==> src/rtl/sja1000_pkg.sv <==
// Shared types and default timing for the SJA1000 Intel-mode bus master.
package sja1000_pkg;

  typedef enum logic [2:0] {
    ST_IDLE,
    ST_ALE_HI,
    ST_ALE_LO,
    ST_STROBE,
    ST_HOLD,
    ST_RECOV,
    ST_RESET
  } state_t;

  localparam int T_ALE_DEF    = 3;
  localparam int T_AS_DEF     = 2;
  localparam int T_STROBE_DEF = 6;
  localparam int T_HOLD_DEF   = 2;
  localparam int T_RECOV_DEF  = 4;
  localparam int RST_CYC_DEF  = 1000;

  function automatic logic [7:0] ld8(input int n);
    return 8'(n - 1);
  endfunction

endpackage

==> src/rtl/sja1000_rst_gen.sv <==
// Chip-reset width counter; flags the final low cycle of the reset pulse.
module sja1000_rst_gen #(
  parameter int RST_CYCLES = 1000
) (
  input  logic clk,
  input  logic rst_n,
  input  logic start,
  output logic last
);

  logic [15:0] cnt;
  logic        run;

  always_ff @(posedge clk or negedge rst_n) begin
    if (!rst_n) begin
      cnt <= 16'd0;
      run <= 1'b0;
    end else if (start) begin
      cnt <= 16'(RST_CYCLES - 1);
      run <= 1'b1;
    end else if (run) begin
      if (cnt == 16'd0) run <= 1'b0;
      else              cnt <= cnt - 16'd1;
    end
  end

  assign last = run && (cnt == 16'd0);

endmodule

==> src/rtl/sja1000_bus_master.sv <==
// SJA1000 multiplexed-bus master: ALE/CSn/WRn/RDn sequencing and hardware reset.
module sja1000_bus_master
  import sja1000_pkg::*;
#(
  parameter int T_ALE      = T_ALE_DEF,
  parameter int T_AS       = T_AS_DEF,
  parameter int T_STROBE   = T_STROBE_DEF,
  parameter int T_HOLD     = T_HOLD_DEF,
  parameter int T_RECOV    = T_RECOV_DEF,
  parameter int RST_CYCLES = RST_CYC_DEF
) (
  input  logic       clk,
  input  logic       rst_n,
  input  logic       cmd_req,
  input  logic       cmd_wr,
  input  logic [7:0] cmd_addr,
  input  logic [7:0] cmd_wdata,
  input  logic       rst_req,
  output logic       cmd_busy,
  output logic       cmd_done,
  output logic       cmd_err,
  output logic [7:0] rsp_rdata,
  output logic       sja1000_rstn,
  output logic       sja1000_csn,
  output logic       sja1000_ale,
  output logic       sja1000_wrn,
  output logic       sja1000_rdn,
  output logic [7:0] sja1000_ad_o,
  output logic       sja1000_ad_oe,
  input  logic [7:0] sja1000_ad_i
);

  state_t     state;
  logic [7:0] cnt;
  logic       wr_q;
  logic [7:0] wdata_q;
  logic       rst_start;
  logic       rst_last;

  assign rst_start = (state == ST_IDLE) && rst_req;

  sja1000_rst_gen #(
    .RST_CYCLES(RST_CYCLES)
  ) u_rst_gen (
    .clk  (clk),
    .rst_n(rst_n),
    .start(rst_start),
    .last (rst_last)
  );

  always_ff @(posedge clk or negedge rst_n) begin
    if (!rst_n) begin
      state         <= ST_IDLE;
      cnt           <= 8'd0;
      wr_q          <= 1'b0;
      wdata_q       <= 8'd0;
      cmd_busy      <= 1'b0;
      cmd_done      <= 1'b0;
      cmd_err       <= 1'b0;
      rsp_rdata     <= 8'd0;
      sja1000_rstn  <= 1'b1;
      sja1000_csn   <= 1'b1;
      sja1000_ale   <= 1'b0;
      sja1000_wrn   <= 1'b1;
      sja1000_rdn   <= 1'b1;
      sja1000_ad_o  <= 8'd0;
      sja1000_ad_oe <= 1'b0;
    end else begin
      cmd_done <= 1'b0;
      cmd_err  <= 1'b0;
      if (cnt != 8'd0) cnt <= cnt - 8'd1;
      // Requests that arrive mid-transaction are rejected, never queued.
      if (state != ST_IDLE && (cmd_req || rst_req))
        cmd_err <= 1'b1;
      unique case (state)
        ST_IDLE: begin
          if (rst_req) begin
            state        <= ST_RESET;
            cmd_busy     <= 1'b1;
            cmd_err      <= cmd_req;
            sja1000_rstn <= 1'b0;
          end else if (cmd_req) begin
            state         <= ST_ALE_HI;
            cmd_busy      <= 1'b1;
            cnt           <= ld8(T_ALE);
            wr_q          <= cmd_wr;
            wdata_q       <= cmd_wdata;
            sja1000_ale   <= 1'b1;
            sja1000_ad_o  <= cmd_addr;
            sja1000_ad_oe <= 1'b1;
          end
        end
        ST_ALE_HI: begin
          if (cnt == 8'd0) begin
            state       <= ST_ALE_LO;
            cnt         <= ld8(T_AS);
            sja1000_ale <= 1'b0;
          end
        end
        ST_ALE_LO: begin
          if (cnt == 8'd0) begin
            state       <= ST_STROBE;
            cnt         <= ld8(T_STROBE);
            sja1000_csn <= 1'b0;
            if (wr_q) begin
              sja1000_wrn   <= 1'b0;
              sja1000_ad_o  <= wdata_q;
              sja1000_ad_oe <= 1'b1;
            end else begin
              sja1000_rdn   <= 1'b0;
              sja1000_ad_oe <= 1'b0;
            end
          end
        end
        ST_STROBE: begin
          if (cnt == 8'd0) begin
            state       <= ST_HOLD;
            cnt         <= ld8(T_HOLD);
            sja1000_wrn <= 1'b1;
            sja1000_rdn <= 1'b1;
            if (!wr_q) rsp_rdata <= sja1000_ad_i;
          end
        end
        ST_HOLD: begin
          if (cnt == 8'd0) begin
            state         <= ST_RECOV;
            cnt           <= ld8(T_RECOV);
            sja1000_csn   <= 1'b1;
            sja1000_ad_oe <= 1'b0;
          end
        end
        ST_RECOV: begin
          if (cnt == 8'd0) begin
            state    <= ST_IDLE;
            cmd_busy <= 1'b0;
            cmd_done <= 1'b1;
          end
        end
        ST_RESET: begin
          if (rst_last) begin
            state        <= ST_IDLE;
            cmd_busy     <= 1'b0;
            cmd_done     <= 1'b1;
            sja1000_rstn <= 1'b1;
          end
        end
        default: state <= ST_IDLE;
      endcase
    end
  end

endmodule

==> config.mk <==
export PLATFORM = sky130hd
export DESIGN_NAME = sja1000_bus_master
export DESIGN_NICKNAME = d
export VERILOG_FILES = /design/src/rtl/sja1000_pkg.sv /design/src/rtl/sja1000_rst_gen.sv /design/src/rtl/sja1000_bus_master.sv
export SDC_FILE = /design/constraint.sdc
export NUM_CORES = 1
export LEC_CHECK = 0
export CORE_ASPECT_RATIO = 1.2
export CORE_MARGIN = 1
export CORE_UTILIZATION = 46
export CTS_BUF_LIST = sky130_fd_sc_hd__clkbuf_2 sky130_fd_sc_hd__clkbuf_4 sky130_fd_sc_hd__clkbuf_8
export CTS_CLUSTER_DIAMETER = 30
export DETAILED_ROUTE_END_ITERATION = 6
export GPL_TIMING_DRIVEN = 0
export PLACE_DENSITY = 0.8
export SETUP_SLACK_MARGIN = 0.1
export SKIP_CTS_REPAIR_TIMING = 1
export SYNTH_ARGS = -nofsm -noshare
export SYNTH_HDL_FRONTEND = slang
export SYNTH_HIERARCHICAL = 1
export SYNTH_SLANG_ARGS = --single-unit
==> constraint.sdc <==
create_clock -name clk -period 2.5 [get_ports clk]
set_input_delay 0.25 -clock clk [delete_from_list [all_inputs] [get_ports clk]]
set_output_delay 0.25 -clock clk [all_outputs]
set_load 0.05 [all_outputs]
==> flow_summary.yaml <==
status:
  status: "finished, violations left"
  violations: "hold timing"
sta:
  max-slew-margin-rel_pct: 46.06
  whs_ps: -3.394
  rsz0062_at_grt: "false"
  max_freq_ghz: 0.4544
  finalSetupViolations: 0
  fin_crit_ps: 2201
  worst_slew_pin_slew_ps: 809.0
  hold_viol: 9
  drv_slew: 0
  fin_crit_sh_pct: 88.02
  finalClockSkew_ps: 6.422
clock_tree:
  clk_pin_slew_ps: 70
  htreeDepth: 3
  cts_root_buf: "clkbuf_8"
  clock_path_buffers: 2
  cts_buffers: 9
  clkLatencyLatePin_ps: 340
  cts_sinks: 62
  tritoncts: "built"
logic_synthesis:
  synthCells: 272
  synth-edff-count: 0
  yosysMostFrequentCell: "dfrtp_1"
  async_flop_share_pct: 100.0
  synth_seq_cells: 62
  avgSynthCellArea_um2: 11.25
  yosysWarnings: 6
  synthTopCellsByArea: "dfrtp_1, mux2_2, nor2_1, dfstp_2, xor2_1"
  netlist_area_mm2: 0.003059
  synth_nets: 304
  synth_top_area_share_pct: 47.44
  ys_top_cells_by_count: "dfrtp_1, mux2_2, nor2_1"
  seq_area_frac_synth_pct: 50.88
  synthDistinctLibCells: 61
  yosys.area.top_type: "dfrtp_1"
  synth_flop_cell: "dfrtp_1"
floorplan:
  fp-row-count: 32
  die_area_mm2: 0.006982
  start_util_pct: 47.46
  io_pins: 54
  die_w_um: 76.45
  die_h_um: 91.34
  coreArea_mm2: 0.006446
detailed_routing:
  drt-initial-drc-count: 221
  post_drt_wl_per_cell_um: 15.13
  drc: 0
  wl_um: 6462
  vias_per_cell: 5.471
  via_count: 2336
  ant_nets: 0
  drt_first_pass_iters: 5
grt:
  grt_max_degree: 36
  grt-ovfl-total: 0
  track_usage_pct: 20.47
  grt_pass1_wl_um: 11100
  antenna_found_initial: 0
  grt_pass1_vias: 2386
setup_path:
  cp_data_required_time_ps: 2710
  cp_max_fo: 8
  arrival_ps: 2410
  startpoint_type: "register"
  end_kind: "register"
  reg2reg_setup_slack_ps: 300
  crit_top_cell: "ha_1"
  critPathKind: "register to register"
  max_stage_delay_ps: 420
  critPathSlowestCell: "dfrtp_1"
  crit_chain: "inv_1, ha_1, nor3b_2, and2_4, inv_2, ha_1, a311oi_1, a21oi_1"
pwr:
  power_mw: 4.541
  switching_power_mw: 1.846
  combinationalPowerShare_pct: 43.5
  intPower_mw: 2.695
  p_sw_share_pct: 40.65
  seq_power_share_pct: 38.3
  peakVddDrop_v: 0.0006977
  power_density_mw_per_mm2: 1165
  p_leak_nw: 1.611
  p_clk_share_pct: 18.2
placed_design:
  place_congestion: 0.8328
  post-dp-hpwl_um: 4556
  place_area_mm2: 0.003711
  io_buffers: 53
final_layout:
  drive_gt1_share_pct: 21.93
  diodes: 0
  fillCellCount: 545
  syn_to_final_growth_pct: 27.36
  multi_input_area_mm2: 0.001413
  ff_latch_area_mm2: 0.001556
  final_cell_area_mm2: 0.003896
  fin_nets: 369
worst_hold_path:
  hold_class: "input pin to asynchronous set/reset pin"
flow_run:
  cap_violations: 0
==> layout by cell type, fill, tap and decap left out, types with 2 or more instances in the layout <==
cell type / n
mux2_2: 32
o211ai_1: 2
nor2_1: 29
or3_1: 2
clkinv_2: 4
xor2_1: 9
a31oi_1: 3
ha_1: 3
nand2b_1: 2
clkbuf_1: 4
nand2_1: 20
nand3_1: 11
nor3b_1: 3
nand4b_1: 3
buf_2: 4
buf_6: 2
o21ai_0: 9
xnor2_1: 3
nor3_1: 5
a21oi_1: 10
nor2b_1: 3
o21ai_1: 2
dfstp_2: 4
o21bai_1: 2
o31ai_1: 4
inv_1: 6
dfrtp_1: 58
clkbuf_8: 12
clkdlybuf4s50_1: 52
nor4_4: 3
and2_1: 2
==> final timing paths <==
kind / end / cells after the start / startpoint
setup / recovery: cnt[0]$_DFF_PN0_ / 8 / cnt[0]$_DFF_PN0_
hold / removal: u_rst_gen/run$_DFF_PN0_ / 1 / rst_n
setup reg to reg: cnt[0]$_DFF_PN0_ / 8 / cnt[0]$_DFF_PN0_
hold reg to reg: sja1000_wrn$_DFFE_PN1P_ / 1 / sja1000_wrn$_DFFE_PN1P_
max in group asynchronous: sja1000_rdn$_DFFE_PN1P_ / 2 / rst_n
min in group clk: sja1000_wrn$_DFFE_PN1P_ / 1 / sja1000_wrn$_DFFE_PN1P_
==> cell type report <==
class                           instances  share of cell area, %
Sequential cell                        62                  39.95
Multi-Input combinational cell        192                  36.26
Timing Repair Buffer                   54                  14.00
Clock buffer                           12                  4.239
Tap cell                               85                  2.730
Buffer                                 11                  1.638
Inverter                                7                 0.6744
Clock inverter                          4                 0.5138
==> critical path, delay by kind of cell (launching register included) <==
family,cells,cell delay [ps]
adders and majority gates,2,560
AOI/OAI and AO/OA,2,310
and+or+nand+nor,2,580
buffers and inverters,2,180
DFF,1,420
==> through the flow <==
step	worst slack, ps	util (%)	hold WS [ps]	std cells	TNS, ps
3_3_place_gp	-806.7	57.34	478.0	410	-47030
4_1_cts	317.3	60.44	25.80	427	0
5_1_grt	103.9	60.44	71.60	427	0
2_1_floorplan	609.5	-	-45.59	272	0
3_5_place_dp	323.1	57.57	387.4	411	0
6_report	299.4	60.44	-3.394	427	0
==> cell families (layout without fill, tap and decap cells) <==
family                     after synthesis  in the layout  synth area share (%)
muxes                                   34             34                 12.47
AOI/OAI and AO/OA                       43             43                 9.039
buffers and inverters                   18             88                 2.944
adders and majority gates                4              4                 1.554
xor gates and xnor gates                12             12                 3.436
and+or+nand+nor                         99             99                 19.67
DFF                                     62             62                 50.88
==> per-layer routing <==
metal,wire (um),GRT usage (%),part of all wire [%],vias to the layer above
li1,-,-,-,1101
met3,371,4.221,5.7,8
met2,3234,34.61,50,78
met1,2724,24.46,42,1149
met4,131,10.74,2.0,0
met5,0,0,0,-
==> flip-flops by register name, indices dropped and copies added (netlist names) <==
signal         cells
u_rst_gen/cnt     16
cnt                8
rsp_rdata          8
sja1000_ad_o       8
wdata_q            8
state              3
cmd_busy           1
cmd_done           1
cmd_err            1
sja1000_ad_oe      1
sja1000_ale        1
sja1000_csn        1
sja1000_rdn        1
sja1000_rstn       1
sja1000_wrn        1
u_rst_gen/run      1
wr_q               1
==> power by group through the flow <==
stage / combinational (mW) / sequential [mW] / clock, mW
final: 1.98 / 1.74 / 0.826
after global routing: 2.13 / 1.79 / 0.884
after global placement: 1.93 / 1.73 / 0
after CTS: 1.98 / 1.74 / 0.841
after detailed placement: 1.98 / 1.75 / 0
after floorplan: 1.02 / 2.12 / 0
Power figures use the tool's default switching activity.
